## src/rtl/i2c_slave.sv

```systemverilog
// i2c_slave: oversampled I2C target with a 7-bit address.
// SCL/SDA are brought into the clk domain through SYNC_STAGES flops, and all
// bus decoding is done on those synchronised copies.
// Ports:
//   clk, reset_n      system clock; asynchronous active-low reset
//   scl_in, sda_in    raw bus levels (asynchronous)
//   sda_oe            1 = pull SDA low, 0 = release
//   own_addr          7-bit target address (quasi-static)
//   tx_data, tx_req   read data and its one-clk "about to load" strobe
//   rx_data, rx_valid last written byte and its one-clk update strobe
//   rw                R/W bit of the last matched address (1 = read)
//   busy              high from address ACK until STOP/START/NACK
module i2c_slave #(
    parameter int unsigned SYNC_STAGES = 2
) (
    input  logic       clk,
    input  logic       reset_n,
    input  logic       scl_in,
    input  logic       sda_in,
    output logic       sda_oe,
    input  logic [6:0] own_addr,
    input  logic [7:0] tx_data,
    output logic       tx_req,
    output logic [7:0] rx_data,
    output logic       rx_valid,
    output logic       rw,
    output logic       busy
);

    typedef enum logic [2:0] {
        IDLE, ADDR, ACK_ADDR, WDATA, ACK_W, RDATA, ACK_R, WAIT_STOP
    } state_t;

    logic [SYNC_STAGES-1:0] r_scl_sync;
    logic [SYNC_STAGES-1:0] r_sda_sync;
    logic                   r_scl_d;
    logic                   r_sda_d;

    logic w_scl;
    logic w_sda;
    logic w_scl_rise;
    logic w_scl_fall;
    logic w_start;
    logic w_stop;

    state_t     r_state;
    logic [3:0] r_bit_cnt;
    logic [7:0] r_shift;
    logic       r_sda_oe;
    logic       r_busy;
    logic       r_rw;
    logic [7:0] r_rx_data;
    logic       r_rx_valid;
    logic       r_tx_req;
    logic       r_rx_pend;

    always_ff @(posedge clk or negedge reset_n) begin
        if (!reset_n) begin
            r_scl_sync <= '1;
            r_sda_sync <= '1;
            r_scl_d    <= 1'b1;
            r_sda_d    <= 1'b1;
        end else begin
            r_scl_sync <= {r_scl_sync[SYNC_STAGES-2:0], scl_in};
            r_sda_sync <= {r_sda_sync[SYNC_STAGES-2:0], sda_in};
            r_scl_d    <= w_scl;
            r_sda_d    <= w_sda;
        end
    end

    assign w_scl      = r_scl_sync[SYNC_STAGES-1];
    assign w_sda      = r_sda_sync[SYNC_STAGES-1];
    assign w_scl_rise = w_scl & ~r_scl_d;
    assign w_scl_fall = ~w_scl & r_scl_d;
    // SCL must be high in both samples so an SDA change racing an SCL edge
    // is never mistaken for a bus condition.
    assign w_start    = w_scl & r_scl_d & r_sda_d & ~w_sda;
    assign w_stop     = w_scl & r_scl_d & ~r_sda_d & w_sda;

    always_ff @(posedge clk or negedge reset_n) begin
        if (!reset_n) begin
            r_state    <= IDLE;
            r_bit_cnt  <= '0;
            r_shift    <= '0;
            r_sda_oe   <= 1'b0;
            r_busy     <= 1'b0;
            r_rw       <= 1'b0;
            r_rx_data  <= '0;
            r_rx_valid <= 1'b0;
            r_tx_req   <= 1'b0;
            r_rx_pend  <= 1'b0;
        end else begin
            r_tx_req   <= 1'b0;
            r_rx_valid <= 1'b0;
            // A completed write byte is published one clk after its 8th bit.
            if (r_rx_pend) begin
                r_rx_data  <= r_shift;
                r_rx_valid <= 1'b1;
                r_rx_pend  <= 1'b0;
            end
            if (w_stop) begin
                r_state   <= IDLE;
                r_bit_cnt <= '0;
                r_sda_oe  <= 1'b0;
                r_busy    <= 1'b0;
            end else if (w_start) begin
                r_state   <= ADDR;
                r_bit_cnt <= '0;
                r_sda_oe  <= 1'b0;
                r_busy    <= 1'b0;
            end else begin
                case (r_state)
                    ADDR: begin
                        if (w_scl_rise && r_bit_cnt < 4'd8) begin
                            r_shift   <= {r_shift[6:0], w_sda};
                            r_bit_cnt <= r_bit_cnt + 4'd1;
                            // r_shift[6:0] already holds address bits 7..1
                            if (r_bit_cnt == 4'd7 && r_shift[6:0] == own_addr)
                                r_rw <= w_sda;
                        end else if (w_scl_fall && r_bit_cnt == 4'd8) begin
                            r_bit_cnt <= '0;
                            if (r_shift[7:1] == own_addr) begin
                                r_state  <= ACK_ADDR;
                                r_sda_oe <= 1'b1;
                                r_busy   <= 1'b1;
                                r_tx_req <= r_rw;
                            end else begin
                                r_state  <= WAIT_STOP;
                                r_sda_oe <= 1'b0;
                            end
                        end
                    end
                    ACK_ADDR: begin
                        if (w_scl_fall) begin
                            if (r_rw) begin
                                r_state  <= RDATA;
                                r_shift  <= tx_data;
                                r_sda_oe <= ~tx_data[7];
                            end else begin
                                r_state  <= WDATA;
                                r_sda_oe <= 1'b0;
                            end
                        end
                    end
                    WDATA: begin
                        if (w_scl_rise && r_bit_cnt < 4'd8) begin
                            r_shift   <= {r_shift[6:0], w_sda};
                            r_bit_cnt <= r_bit_cnt + 4'd1;
                            if (r_bit_cnt == 4'd7)
                                r_rx_pend <= 1'b1;
                        end else if (w_scl_fall && r_bit_cnt == 4'd8) begin
                            r_state   <= ACK_W;
                            r_bit_cnt <= '0;
                            r_sda_oe  <= 1'b1;
                        end
                    end
                    ACK_W: begin
                        if (w_scl_fall) begin
                            r_state  <= WDATA;
                            r_sda_oe <= 1'b0;
                        end
                    end
                    RDATA: begin
                        // r_shift[7] is the bit currently on the bus.
                        if (w_scl_rise && r_bit_cnt < 4'd8) begin
                            r_bit_cnt <= r_bit_cnt + 4'd1;
                        end else if (w_scl_fall) begin
                            if (r_bit_cnt == 4'd8) begin
                                r_state   <= ACK_R;
                                r_bit_cnt <= '0;
                                r_sda_oe  <= 1'b0;
                            end else begin
                                r_shift  <= {r_shift[6:0], 1'b0};
                                r_sda_oe <= ~r_shift[6];
                            end
                        end
                    end
                    ACK_R: begin
                        // Entered on a falling edge, so a falling edge seen
                        // here always follows an ACKed rising edge.
                        if (w_scl_rise) begin
                            if (!w_sda) begin
                                r_tx_req <= 1'b1;
                            end else begin
                                r_state <= WAIT_STOP;
                                r_busy  <= 1'b0;
                            end
                        end else if (w_scl_fall) begin
                            r_state   <= RDATA;
                            r_bit_cnt <= '0;
                            r_shift   <= tx_data;
                            r_sda_oe  <= ~tx_data[7];
                        end
                    end
                    WAIT_STOP: r_sda_oe <= 1'b0;
                    default:   r_state  <= IDLE;
                endcase
            end
        end
    end

    assign sda_oe   = r_sda_oe;
    assign tx_req   = r_tx_req;
    assign rx_data  = r_rx_data;
    assign rx_valid = r_rx_valid;
    assign rw       = r_rw;
    assign busy     = r_busy;

endmodule

```

## config.mk

```make
export PLATFORM = sky130hd
export DESIGN_NAME = i2c_slave
export DESIGN_NICKNAME = d
export VERILOG_FILES = /design/src/rtl/i2c_slave.sv
export SDC_FILE = /design/constraint.sdc
export NUM_CORES = 1
export LEC_CHECK = 0
export CAP_MARGIN = 10
export CORE_UTILIZATION = 55
export CTS_CLUSTER_SIZE = 25
export DETAILED_ROUTE_END_ITERATION = 12
export GPL_ROUTABILITY_DRIVEN = 0
export PLACE_DENSITY = 0.82
export SYNTH_ARGS = -nofsm -noshare
export SYNTH_HDL_FRONTEND = slang
export SYNTH_SLANG_ARGS = --single-unit
export TNS_END_PERCENT = 20
```

## constraint.sdc

```tcl
create_clock -name clk -period 6.1 [get_ports clk]
set_input_delay 1.83 -clock clk [delete_from_list [all_inputs] [get_ports clk]]
set_output_delay 1.83 -clock clk [all_outputs]
set_load 0.01 [all_outputs]
```

==> metrics.yaml, run 1 <==
outcome: "complete, no violations"
final_core_util: 0.704
layout_commonest_cell: "clkdlybuf4s50_1"
post_dp_cell_area_sq_um: 2310
start_util: 0.583
fmax_mhz: 300
nets: 249
max_stage_delay_ns: 0.54
total_power_w: 0.000907
synth_ff_type: "dfrtp_1"
worst-path-stages: 6
slowest_stage: "nor4_1"
endpoint_kind: "register"
p_comb_frac: 0.411
cts.sinks: 35
internal-power_w: 0.000551
setup_viol: 0
ir_worst_vdd_mv: 0.261
grt_max_degree: 36
rows: 21
synthArstFlopShare: 1.00
worstMarginPinSlew_ns: 0.854
insertion_delay_ns: 0.34
pwr-share-clk: 0.185
reg2reg_slack_ns: 3.70
drc_errors: 0
syn-num-nets: 218
maxSlewHeadroom: 0.426
drt_iter0_drc: 80
syn_inst: 194
final-hold-violation-count: 0
hp-class: "register to register"
cp_max_fo: 5
period_minus_slack_ns: 3.33
cts-root-buf: "clkbuf_4"
wire_per_inst_microns: 15.3
final_layout_size_suffix_gt1_frac: 0.155
crit_type: "input port to register"
hold_depth: 0
crit_required_ns: 6.34
ctsResizeCount: 0
post_cts.repair.setup_buffers: 0
drv_slew: 0
p_leak_nw: 0.983
cap_violations: 0
ioPinCount: 32
cts_tree: "built"
numCtsBuffers: 5
grt_pass1_wl_mm: 6.54
grtUsageTotal: 0.240
dieArea_sq_um: 3840
yosysSeqAreaShare: 0.447
setup_tns_ns: 0
ys_ff_latch: 35
syn_to_final_growth_pct: 20.8
num_vias: 1543
die_x_microns: 62.0
grt_overflow: 0
rsz0062_at_grt: "no"
n_antenna_cell: 0
dr.pass1.iters: 4
postCtsHoldBufs: 0
synth-warning-count: 0
placeableCoreArea_sq_um: 3390
viasPerCell: 5.67
antenna_left: 0
portBuffers: 31
cts_max_path_buffers: 2
cp.arrival_ns: 3.58
post-route-period-util: 0.547
design_area_sq_um: 2390
path_delay_family: "simple AND/OR/NAND/NOR gates"
synth_edf_count: 0
p_seq_frac: 0.404
synth_area_per_cell_sq_um: 10.2
swShare: 0.393
ys_types: 42
grt_pass1_vias: 1402
switchingPower_w: 0.000356
final.setup_skew_ns: 0.0106
worstPathCellList: "clkdlybuf4s50_1 > xnor2_1 > nand4_1 > nor4_1 > a211oi_1 > mux2_2"
die_y_microns: 62.0
hpwlAfterDp_mm: 2.99
clk_pin_slew_ns: 0.12
p_per_area_nw_per_um2: 380
startpoint_type: "input port"
r2r_cells: 6
antenna_found_initial: 0
critical_path_buf_inv_count: 1
h-tree-depth: 2
final_cell_mix: "clkdlybuf4s50_1, dfrtp_1, nor2_1, nand2_1, xnor2_1"
routed_wirelength_mm: 4.16
syn_area_sq_um: 1980
[worst paths after layout]
| path | from | to |
|---|---|---|
| max | own_addr[4] | r_state[0] |
| min | r_sda_sync[0] | r_sda_sync[1] |
| max reg2reg | r_scl_sync[1] | r_shift[1] |
| min reg2reg | r_sda_sync[0] | r_sda_sync[1] |
| max in group asynchronous | reset_n | r_scl_sync[0] |
| min in group asynchronous | reset_n | r_state[2] |
[power groups by stage]
stage               Sequential (W)  Combinational (W)  Clock [W]
finish                    0.000366           0.000373   0.000168
global route              0.000379           0.000409   0.000180
CTS                       0.000365           0.000373   0.000171
detailed placement        0.000370           0.000368          0
global placement          0.000366           0.000354          0
floorplan                 0.000324           0.000330          0
[per-layer routing]
| metal | track usage | part of all wire | up-vias |
|---|---|---|---|
| met5 | 0 | 0 | - |
| met4 | 0.0794 | 0.013 | 0 |
| met3 | 0.0538 | 0.051 | 6 |
| met2 | 0.384 | 0.48 | 53 |
| met1 | 0.324 | 0.46 | 737 |
| li1 | - | - | 747 |
[cell families after synthesis]
group,count (synthesis),synth area share
AND/OR/NAND/NOR,62,0.171
multiplexers,20,0.108
XOR/XNOR,17,0.0753
adder cells (fa/ha/maj),5,0.0316
AO/OA/AOI/OAI,39,0.127
buffers and inverters,16,0.0405
flip-flops,35,0.447
[Yosys cell counts, types with 2 or more instances]
cell type	n	area share
clkbuf_1	3	0.0057
nand3b_1	2	0.0076
nand3_1	4	0.010
a21oi_2	2	0.0089
mux2i_1	9	0.046
buf_2	4	0.010
a31oi_1	5	0.016
nor4_1	2	0.0063
nor2_1	17	0.032
nand2b_1	4	0.013
a21oi_1	9	0.023
nand2_1	13	0.025
ha_1	5	0.032
o21ai_0	12	0.030
a211oi_1	2	0.0076
buf_6	2	0.011
nor2b_1	4	0.013
inv_1	7	0.013
dfstp_2	6	0.080
nand4_1	6	0.019
dfrtp_1	29	0.37
mux2_2	11	0.063
xnor2_1	13	0.058
xor2_1	4	0.018
or2_2	2	0.0063
[cell type report]
| class | count | area [sq um] |
|---|---|---|
| inverter | 7 | 26.3 |
| tap | 46 | 57.6 |
| clock buffer | 5 | 37.5 |
| fill | 246 | 1000 |
| timing repair buffer | 33 | 325 |
| sequential | 35 | 883 |
| clock inverter | 3 | 43.8 |
| multi-input combinational | 143 | 1010 |
[state kept, by name, indices dropped and copies added, names as in the netlist]
| name | cells |
|---|---|
| r_bit_cnt | 4 |
| rw | 1 |
| r_sda_d | 1 |
| r_scl_d | 1 |
| sda_oe | 1 |
| r_state | 3 |
| busy | 1 |
| rx_data | 8 |
| r_shift | 8 |
| tx_req | 1 |
| r_rx_pend | 1 |
| rx_valid | 1 |
| r_sda_sync | 2 |
| r_scl_sync | 2 |
[per-stage QoR]
step / cells / hold WS [ns] / worst slack [ns]
after global routing: 272 / 0.373 / 2.63
after global placement: 264 / 0.345 / 2.43
after CTS: 272 / 0.366 / 2.76
final: 272 / 0.363 / 2.77
after detailed placement: 264 / 0.349 / 2.41
after floorplan: 194 / 0.345 / 3.11
Power figures use the tool's default switching activity.
==> run 2, diff against run 1 <==
- CORE_UTILIZATION: 55 -> 48
- PLACE_DENSITY: 0.82 -> 0.76
- clock period: 6.1 -> 2.75 ns (I/O delays scaled with it)
==> metrics.yaml, run 2 (synthesis results as in run 1) <==
dieArea_sq_um: 4380  # +14%
place_inst: 269  # +1.9%
cap_violations: 0  # unchanged
nets: 252  # +1.2%
fin_hold_ws_ns: 0.349  # -0.0144 ns
grt_pass1_vias: 1377  # -1.8%
antenna_found_initial: 0  # unchanged
drt_iter0_drc: 78  # -2.5%
layout_commonest_cell: "clkdlybuf4s50_1"
insertion_delay_ns: 0.29  # -0.05 ns
maxSlewHeadroom: 0.612  # +0.186
hpwlAfterDp_mm: 2.82  # -5.6%
cts_tree: "built"
ioPinCount: 32  # unchanged
rows: 22  # +4.8%
outcome: "complete, no violations"
start_util: 0.520  # -0.0628
cts_max_path_buffers: 2  # unchanged
p_per_area_nw_per_um2: 842  # +120%
post_cts.repair.setup_buffers: 0  # unchanged
n_antenna_cell: 0  # unchanged
cts-root-buf: "clkbuf_8"
final_cell_mix: "clkdlybuf4s50_1, dfrtp_1, nor2_1, nand2_1, xnor2_1"
setup_slack_ns: 0.529  # -2.24 ns
grt_max_degree: 36  # unchanged
endpoint_kind: "register"
final.setup_skew_ns: 0.00906  # -0.00151 ns
final-hold-violation-count: 0  # unchanged
cp.arrival_ns: 2.40  # -1.18 ns
grt_overflow: 0  # unchanged
post_dp_cell_area_sq_um: 2330  # +1.1%
placeableCoreArea_sq_um: 3800  # +12%
die_y_microns: 66.2  # +6.8%
rsz0062_at_grt: "no"
dr.pass1.iters: 4  # unchanged
worstMarginPinSlew_ns: 0.581  # -0.273 ns
grt_pass1_wl_mm: 6.67  # +1.9%
crit_type: "register to register"
die_x_microns: 66.2  # +6.8%
postCtsHoldBufs: 0  # unchanged
portBuffers: 31  # unchanged
ctsResizeCount: 0  # unchanged
grtUsageTotal: 0.209  # -0.0309
setup_tns_ns: 0  # unchanged
design_area_sq_um: 2420  # +1.5%
p_leak_nw: 1.00  # +1.9%
final_layout_size_suffix_gt1_frac: 0.162  # +0.00670
hp-class: "register to register"
cts.sinks: 35  # unchanged
ir_worst_vdd_mv: 0.425  # +63%
setup_viol: 0  # unchanged
drc_errors: 0  # unchanged
h-tree-depth: 2  # unchanged
antenna_left: 0  # unchanged
drv_slew: 0  # unchanged
fmax_mhz: 450
viasPerCell: 5.36  # -5.4%
place_ws_ns: 0.337  # -2.07 ns
routed_wirelength_mm: 4.07  # -2.2%
numCtsBuffers: 5  # unchanged
wire_per_inst_microns: 14.7  # -4.0%
post-route-period-util: 0.808
cp_max_fo: 9  # +4
num_vias: 1486  # -3.7%
period_minus_slack_ns: 2.22
syn_to_final_growth_pct: 22.5
finalNonFillerCells: 277  # +1.8%
startpoint_type: "register"
clk_pin_slew_ns: 0.07  # -0.05 ns
crit_required_ns: 2.93  # -3.41 ns
run 2: changes by cell type in the layout (fill, tap and decap cells not counted), sizes merged:
cell    delta
buf        +3
bufinv     -1
clkbuf     +2
clkinv     -1
run 2: metrics by stage:
step	power, W	util
2_1_floorplan	0.00145	-
3_3_place_gp	0.00164	0.614
3_5_place_dp	0.00165	0.614
4_1_cts	0.00205	0.638
5_1_grt	0.00219	0.638
6_report	0.00204	0.638
run 2: metal layers:
layer	track usage	wire (microns)
met1	0.304	2040
met2	0.310	1820
met3	0.0414	140
met4	0.0718	61
met5	0	0
run 2: final timing paths:
path,start,endpoint,slack [ns],cells after the start
hold / removal,r_sda_sync[0],r_sda_sync[1],0.35,0
setup / recovery,r_scl_sync[1],r_state[0],0.53,6
min in group asynchronous,reset_n,r_bit_cnt[0],0.94,2
setup reg to reg,r_scl_sync[1],r_state[0],0.53,6
hold reg to reg,r_sda_sync[0],r_sda_sync[1],0.35,0
max in group asynchronous,reset_n,r_sda_sync[0],1.46,2
run 2: cell type report:
type	instances	area, sq um
repair buffers	36	348
clock buffers	7	86.3
fillers	303	1380
inverters	7	26.3
well taps	48	60.1
flip-flops and latches	35	883
multi-input cells	143	1010
clock inverters	1	5.00
run 2: where the power goes:
| group | internal, W | switching [W] | total (W) |
|---|---|---|---|
| sequential | 0.000619 | 0.000174 | 0.000794 |
| clock | 0.000202 | 0.000184 | 0.000386 |
| combinational | 0.000428 | 0.000434 | 0.000861 |
run 2: worst max-delay path: stages, from the launching register on:
cell and delay [ns]:
dfstp_2 0.56, ha_1 0.35, nand3b_1 0.14, a211oi_1 0.31, a311oi_2 0.11, a31oi_1 0.27, mux2_2 0.38
